<file path="config.mk">
export PLATFORM = sky130hd
export DESIGN_NAME = cpu_gregs_ctx_seq
export DESIGN_NICKNAME = d
export VERILOG_FILES = /design/src/rtl/cpu_gregs_ctx_seq.sv
export SDC_FILE = /design/constraint.sdc
export NUM_CORES = 1
export LEC_CHECK = 0
export ABC_CLOCK_PERIOD_IN_PS = 2700
export BUFFER_PORTS_ARGS = -buffer_cell sky130_fd_sc_hd__buf_2
export CORE_UTILIZATION = 47
export CTS_CLUSTER_SIZE = 8
export DETAILED_ROUTE_END_ITERATION = 8
export PLACE_DENSITY = 0.78
export SKIP_CTS_REPAIR_TIMING = 1
export SLEW_MARGIN = 0
export SYNTH_ARGS = -nofsm -noshare
export SYNTH_HDL_FRONTEND = slang
export SYNTH_SLANG_ARGS = --single-unit
</file>
<file path="constraint.sdc">
create_clock -name clk -period 2.7 [get_ports clk]
set_input_delay 0.27 -clock clk [delete_from_list [all_inputs] [get_ports clk]]
set_output_delay 0.27 -clock clk [all_outputs]
set_load 0.03 [all_outputs]
</file>
<file path="src/rtl/cpu_gregs_ctx_seq.sv">
// Trap-context sequencer for the general register file.
// Saves x1..x(GREG_COUNT-1) to a memory save area or restores them from it.
// While busy it owns the GRF ports (grf_owned) and the data-memory port.
module cpu_gregs_ctx_seq #(
    parameter int unsigned     XLEN       = 32,
    parameter int unsigned     GREG_COUNT = 32,
    parameter int unsigned     IDX_W      = 5,
    parameter logic [XLEN-1:0] SAVE_BASE  = XLEN'('h7ff00)
) (
    input  logic             clk,
    input  logic             reset_n,
    input  logic             save_req,
    input  logic             restore_req,
    output logic             busy,
    output logic             done,
    output logic             grf_owned,
    output logic [IDX_W-1:0] grf_rd_idx,
    input  logic [XLEN-1:0]  grf_rd_dat,
    output logic             grf_wr_en,
    output logic [IDX_W-1:0] grf_wr_idx,
    output logic [XLEN-1:0]  grf_wr_dat,
    output logic             mem_req,
    output logic             mem_we,
    output logic [XLEN-1:0]  mem_addr,
    output logic [XLEN-1:0]  mem_wdat,
    input  logic             mem_ack,
    input  logic [XLEN-1:0]  mem_rdat
);

    typedef enum logic [2:0] {
        IDLE   = 3'd0,
        S_RD   = 3'd1,
        S_WAIT = 3'd2,
        S_WR   = 3'd3,
        R_RD   = 3'd4,
        R_WR   = 3'd5,
        DONE   = 3'd6
    } state_t;

    localparam logic [IDX_W-1:0] IDX_FIRST = IDX_W'(1);
    localparam logic [IDX_W-1:0] IDX_LAST  = IDX_W'(GREG_COUNT - 1);

    state_t           state_q, state_d;
    logic [IDX_W-1:0] idx_q, idx_d;
    logic [XLEN-1:0]  data_q, data_d;

    logic             busy_q, busy_d;
    logic             done_q, done_d;
    logic [IDX_W-1:0] grf_rd_idx_q, grf_rd_idx_d;
    logic             grf_wr_en_q, grf_wr_en_d;
    logic [IDX_W-1:0] grf_wr_idx_q, grf_wr_idx_d;
    logic [XLEN-1:0]  grf_wr_dat_q, grf_wr_dat_d;
    logic             mem_req_q, mem_req_d;
    logic             mem_we_q, mem_we_d;
    logic [XLEN-1:0]  mem_addr_q, mem_addr_d;
    logic [XLEN-1:0]  mem_wdat_q, mem_wdat_d;

    logic             idx_is_last;

    assign idx_is_last = (idx_q == IDX_LAST);

    // Next-state, index and data-register sequencing
    always_comb begin
        state_d = state_q;
        idx_d   = idx_q;
        data_d  = data_q;
        unique case (state_q)
            IDLE: begin
                if (save_req) begin
                    state_d = S_RD;
                    idx_d   = IDX_FIRST;
                end else if (restore_req) begin
                    state_d = R_RD;
                    idx_d   = IDX_FIRST;
                end
            end
            S_RD:   state_d = S_WAIT;
            S_WAIT: begin
                data_d  = grf_rd_dat;
                state_d = S_WR;
            end
            S_WR: begin
                if (mem_ack) begin
                    if (idx_is_last) begin
                        state_d = DONE;
                    end else begin
                        idx_d   = idx_q + IDX_W'(1);
                        state_d = S_RD;
                    end
                end
            end
            R_RD: begin
                if (mem_ack) begin
                    data_d  = mem_rdat;
                    state_d = R_WR;
                end
            end
            R_WR: begin
                if (idx_is_last) begin
                    state_d = DONE;
                end else begin
                    idx_d   = idx_q + IDX_W'(1);
                    state_d = R_RD;
                end
            end
            DONE:    state_d = IDLE;
            default: state_d = IDLE;
        endcase
    end

    // Outputs are decoded from the next state so they register in step with it
    always_comb begin
        busy_d       = (state_d != IDLE);
        done_d       = (state_d == DONE);
        grf_rd_idx_d = (state_d == S_RD) ? idx_d : '0;
        grf_wr_en_d  = (state_d == R_WR);
        grf_wr_idx_d = (state_d == R_WR) ? idx_d : '0;
        grf_wr_dat_d = (state_d == R_WR) ? data_d : '0;
        mem_req_d    = (state_d == S_WR) || (state_d == R_RD);
        mem_we_d     = (state_d == S_WR);
        mem_addr_d   = mem_req_d ? (SAVE_BASE + {{(XLEN-IDX_W-2){1'b0}}, idx_d, 2'b00}) : '0;
        mem_wdat_d   = (state_d == S_WR) ? data_d : '0;
    end

    // State and registered outputs; reset aborts any sequence immediately
    always_ff @(posedge clk or negedge reset_n) begin
        if (!reset_n) begin
            state_q      <= IDLE;
            idx_q        <= IDX_FIRST;
            data_q       <= '0;
            busy_q       <= 1'b0;
            done_q       <= 1'b0;
            grf_rd_idx_q <= '0;
            grf_wr_en_q  <= 1'b0;
            grf_wr_idx_q <= '0;
            grf_wr_dat_q <= '0;
            mem_req_q    <= 1'b0;
            mem_we_q     <= 1'b0;
            mem_addr_q   <= '0;
            mem_wdat_q   <= '0;
        end else begin
            state_q      <= state_d;
            idx_q        <= idx_d;
            data_q       <= data_d;
            busy_q       <= busy_d;
            done_q       <= done_d;
            grf_rd_idx_q <= grf_rd_idx_d;
            grf_wr_en_q  <= grf_wr_en_d;
            grf_wr_idx_q <= grf_wr_idx_d;
            grf_wr_dat_q <= grf_wr_dat_d;
            mem_req_q    <= mem_req_d;
            mem_we_q     <= mem_we_d;
            mem_addr_q   <= mem_addr_d;
            mem_wdat_q   <= mem_wdat_d;
        end
    end

    assign busy       = busy_q;
    assign done       = done_q;
    assign grf_owned  = busy_q;
    assign grf_rd_idx = grf_rd_idx_q;
    assign grf_wr_en  = grf_wr_en_q;
    assign grf_wr_idx = grf_wr_idx_q;
    assign grf_wr_dat = grf_wr_dat_q;
    assign mem_req    = mem_req_q;
    assign mem_we     = mem_we_q;
    assign mem_addr   = mem_addr_q;
    assign mem_wdat   = mem_wdat_q;

endmodule

</file>
==> run summary <==
The run finished with clean final reports. CTS built an H-tree with a depth of 4. STA classifies the critical path endpoint as a flip-flop. Slew at the pin closest to its max-slew limit: 779 ps.

The first global-routing pass estimated 15.6 mm of wire. Setup violations remaining at the end of the flow were counted as 0. The die boundary width was 100 um; the worst IR drop on VDD was 0.545 mV.

The logs give 3100 um^2 for the sequential standard cell area and 3130 ps for the data required time of the critical path. The clock transition at the registers of the reported paths is 60 ps, and the insertion delay of the later-clocked pin in the worst-skew pair is 500 ps. Along the worst path, the maximum fanout reaches 17. Dividing the detail-routed wire length by the instance count gives 15.3 um. The effective utilization at floorplan came out at 48.9%. The final period demand of the worst path was 2360 ps; the maximum number of pins on one net before global-route repair was 125. Once detail routing completed, the nets flagged for antenna violations numbered 0.

Ranked by total cell area, the synthesized netlist is headed by dfrtp_1 68%, a221o_1 7.0%, nor2b_1 4.9%. The filler cells instantiated in the layout total 686. The sum of routed wire length over all layers is 10.2 mm, and the timing-limited maximum frequency is 0.424 GHz. For this design the top-level I/O count stands at 181. The cell area after technology mapping is 4560 um^2, and the fraction of final layout cells sized beyond drive strength 1 is 39.1%. The clock arrives with 5.76 ps of skew. Via count normalized by instance count: 4.85. Including well taps, the total number of placed cells is 613.

After the first detailed-routing iteration, the DRC count stood at 128. The final cell count without fillers is 665, and the chip height is 100 um. The half-perimeter wire length after detailed placement was 6.44 mm. Measured against its own limit, the worst slew margin works out to 48.0%. Once layout is complete, the utilization of the core stands at 65.9%. TritonCTS built the clock tree. The synthesized design devotes to its leading area cell type 67.5% of total area. The synthesized design contains 124 register bits.

Routability-driven placement finished with a final weighted congestion of 0.895. Power spread over the standard cell area amounts to 1170 nW/um^2. The final critical path takes up 87.4% of the cycle. Across all hold checks on the routed design, the worst slack comes to 5.93 ps. Yosys mapped the design onto 37 distinct sky130hd cell types. Of the synthesized area, sequential elements account for 68.1%. The die covers 10100 um^2. The critical path data arrival time is 2790 ps.

Global routing used 20.8% of the available tracks. After synthesis, the mean cell area works out to 13.3 um^2. The area growth from synthesis to layout is 34.9%. Buffers placed on the I/O ports in this run total 164. In this run the static leakage power is 3.32 nW. Final number of hold-violating endpoints: 0. The via count of the first global-routing pass was 3106; the post-placement cell area was 5380 um^2.

The design draws 7.20 mW. At the end of the flow, the number of nets in the layout was 592. The clock root buffer was clkbuf_8. The logs give 124 for the CTS sink count and 2 for the buffer depth of the longest clock path.

The worst slack at placement was 322 ps; the initial antenna violation count was 1. The element type at the critical path start was a flip-flop. The cell count after synthesis came out at 343. dfrtp_1 takes more of the synthesized area than any other cell. The pre-antenna-repair detailed-routing pass consisted of 4 iterations.

During synthesis, Yosys emitted a total of 0 warnings. The tools report the count of unresolved DRC violations after routing as 0. For this block, the via count after detailed routing is 3228.

The worst hold-check path type was primary input to flip-flop. The tool flagged a number of max-cap violations equal to 0. The run gives 340 ps as the smallest setup slack after layout.

The final instance area was 6150 um^2; the total area of multi-input combinational cells was 1190 um^2. By startpoint and endpoint, the worst setup path is classified as flip-flop to flip-flop. Buffers inserted during clock tree synthesis total 17. Setup total negative slack on the finished layout was measured at 0 ps. For the final max-slew violation count, the log shows 0. Setup repair after global routing left no endpoint under its margin.

The sum of overflow across all layers after global routing came out at 0. The core region is 9330 um^2. For the number of placement rows, the log shows 35.
-- cells in the final DEF, fill, tap and decap left out, types with 4 or more instances in the layout --
cell type / instances
buf_2: 163
nor2b_1: 35
dlygate4sd3_1: 19
nand3_1: 6
a221o_1: 32
clkinv_4: 4
a21oi_1: 9
conb_1: 16
dfrtp_1: 123
inv_1: 9
and2_1: 32
nand2_1: 5
buf_4: 7
clkbuf_16: 16
nor2_1: 16
-- synth_stat cells --
cell type	count
a211o_1	1
a211oi_1	1
a21oi_1	9
a221o_1	32
a221oi_1	1
a2bb2oi_1	1
a31oi_2	1
and2_0	1
and2_1	32
and3_1	1
and3b_1	1
and4_1	1
buf_2	7
buf_4	29
buf_6	1
clkbuf_1	8
conb_1	1
dfrtp_1	123
dfstp_2	1
ha_1	1
inv_1	9
inv_2	1
nand2_1	5
nand2b_1	1
nand3_1	6
nand3b_1	1
nand4_2	1
nand4bb_1	1
nor2_1	17
nor2b_1	36
o211ai_1	1
o21a_1	2
o21ai_0	2
o21ai_1	3
o221ai_2	1
o31a_1	2
or4_1	1
-- path summary, 6_finish.rpt --
check,cells past startpoint,to,startpoint,slack (ps)
min in group asynchronous,3,grf_wr_idx[2]$_DFF_PN0_,reset_n,390
hold reg to reg,1,data_q[16]$_DFF_PN0_,data_q[16]$_DFF_PN0_,510
max in group asynchronous,3,mem_wdat[10]$_DFF_PN0_,reset_n,1810
setup reg to reg,6,mem_wdat[6]$_DFF_PN0_,state_q[1]$_DFF_PN0_,340
setup / recovery,6,mem_wdat[6]$_DFF_PN0_,state_q[1]$_DFF_PN0_,340
hold / removal,2,grf_wr_dat[7]$_DFF_PN0_,mem_rdat[7],6
-- cell type report --
class / count / area share (%)
multi-input combinational: 179 / 19.3
inverter: 10 / 0.611
antenna: 1 / 0.0407
sequential: 124 / 50.5
clock buffer: 19 / 7.02
clock inverter: 13 / 2.32
timing repair buffer: 190 / 17.5
tap: 129 / 2.63
-- flip-flops by register name, indices dropped and copies added (netlist names) --
register	count
done	1
state_q	3
data_q	32
grf_wr_dat	32
mem_wdat	32
grf_rd_idx	5
busy	1
idx_q	5
mem_addr	6
grf_wr_en	1
mem_we	1
grf_wr_idx	5
-- layer usage --
metal  routed length (um)  part of all wire, %  track usage (%)
met4                   97                 0.95             9.14
met3                  713                  7.0             6.17
met5                    0                    0                0
met1                 4240                   42             26.0
met2                 5110                   50             33.6
-- kinds of logic after synthesis --
kind of cell	share of synthesized area, %
flops	68.1
simple gates	13.5
other cells	0.0823
fa+ha+maj	0.275
compound gates	10.8
buf+inv	7.28
-- critical path, stage by stage (launching register included) --
cell and delay, ps:
dfrtp_1 510, nand4bb_1 350, inv_2 70, nor2_2 620
buf_4 370, a221o_1 200, nor2b_1 160
-- power by group --
part / switching (mW) / internal (mW)
logic: 1.59 / 0.891
clock network: 0.821 / 1.34
registers: 0.202 / 2.35
No activity file was read; power rests on OpenSTA's default activity.
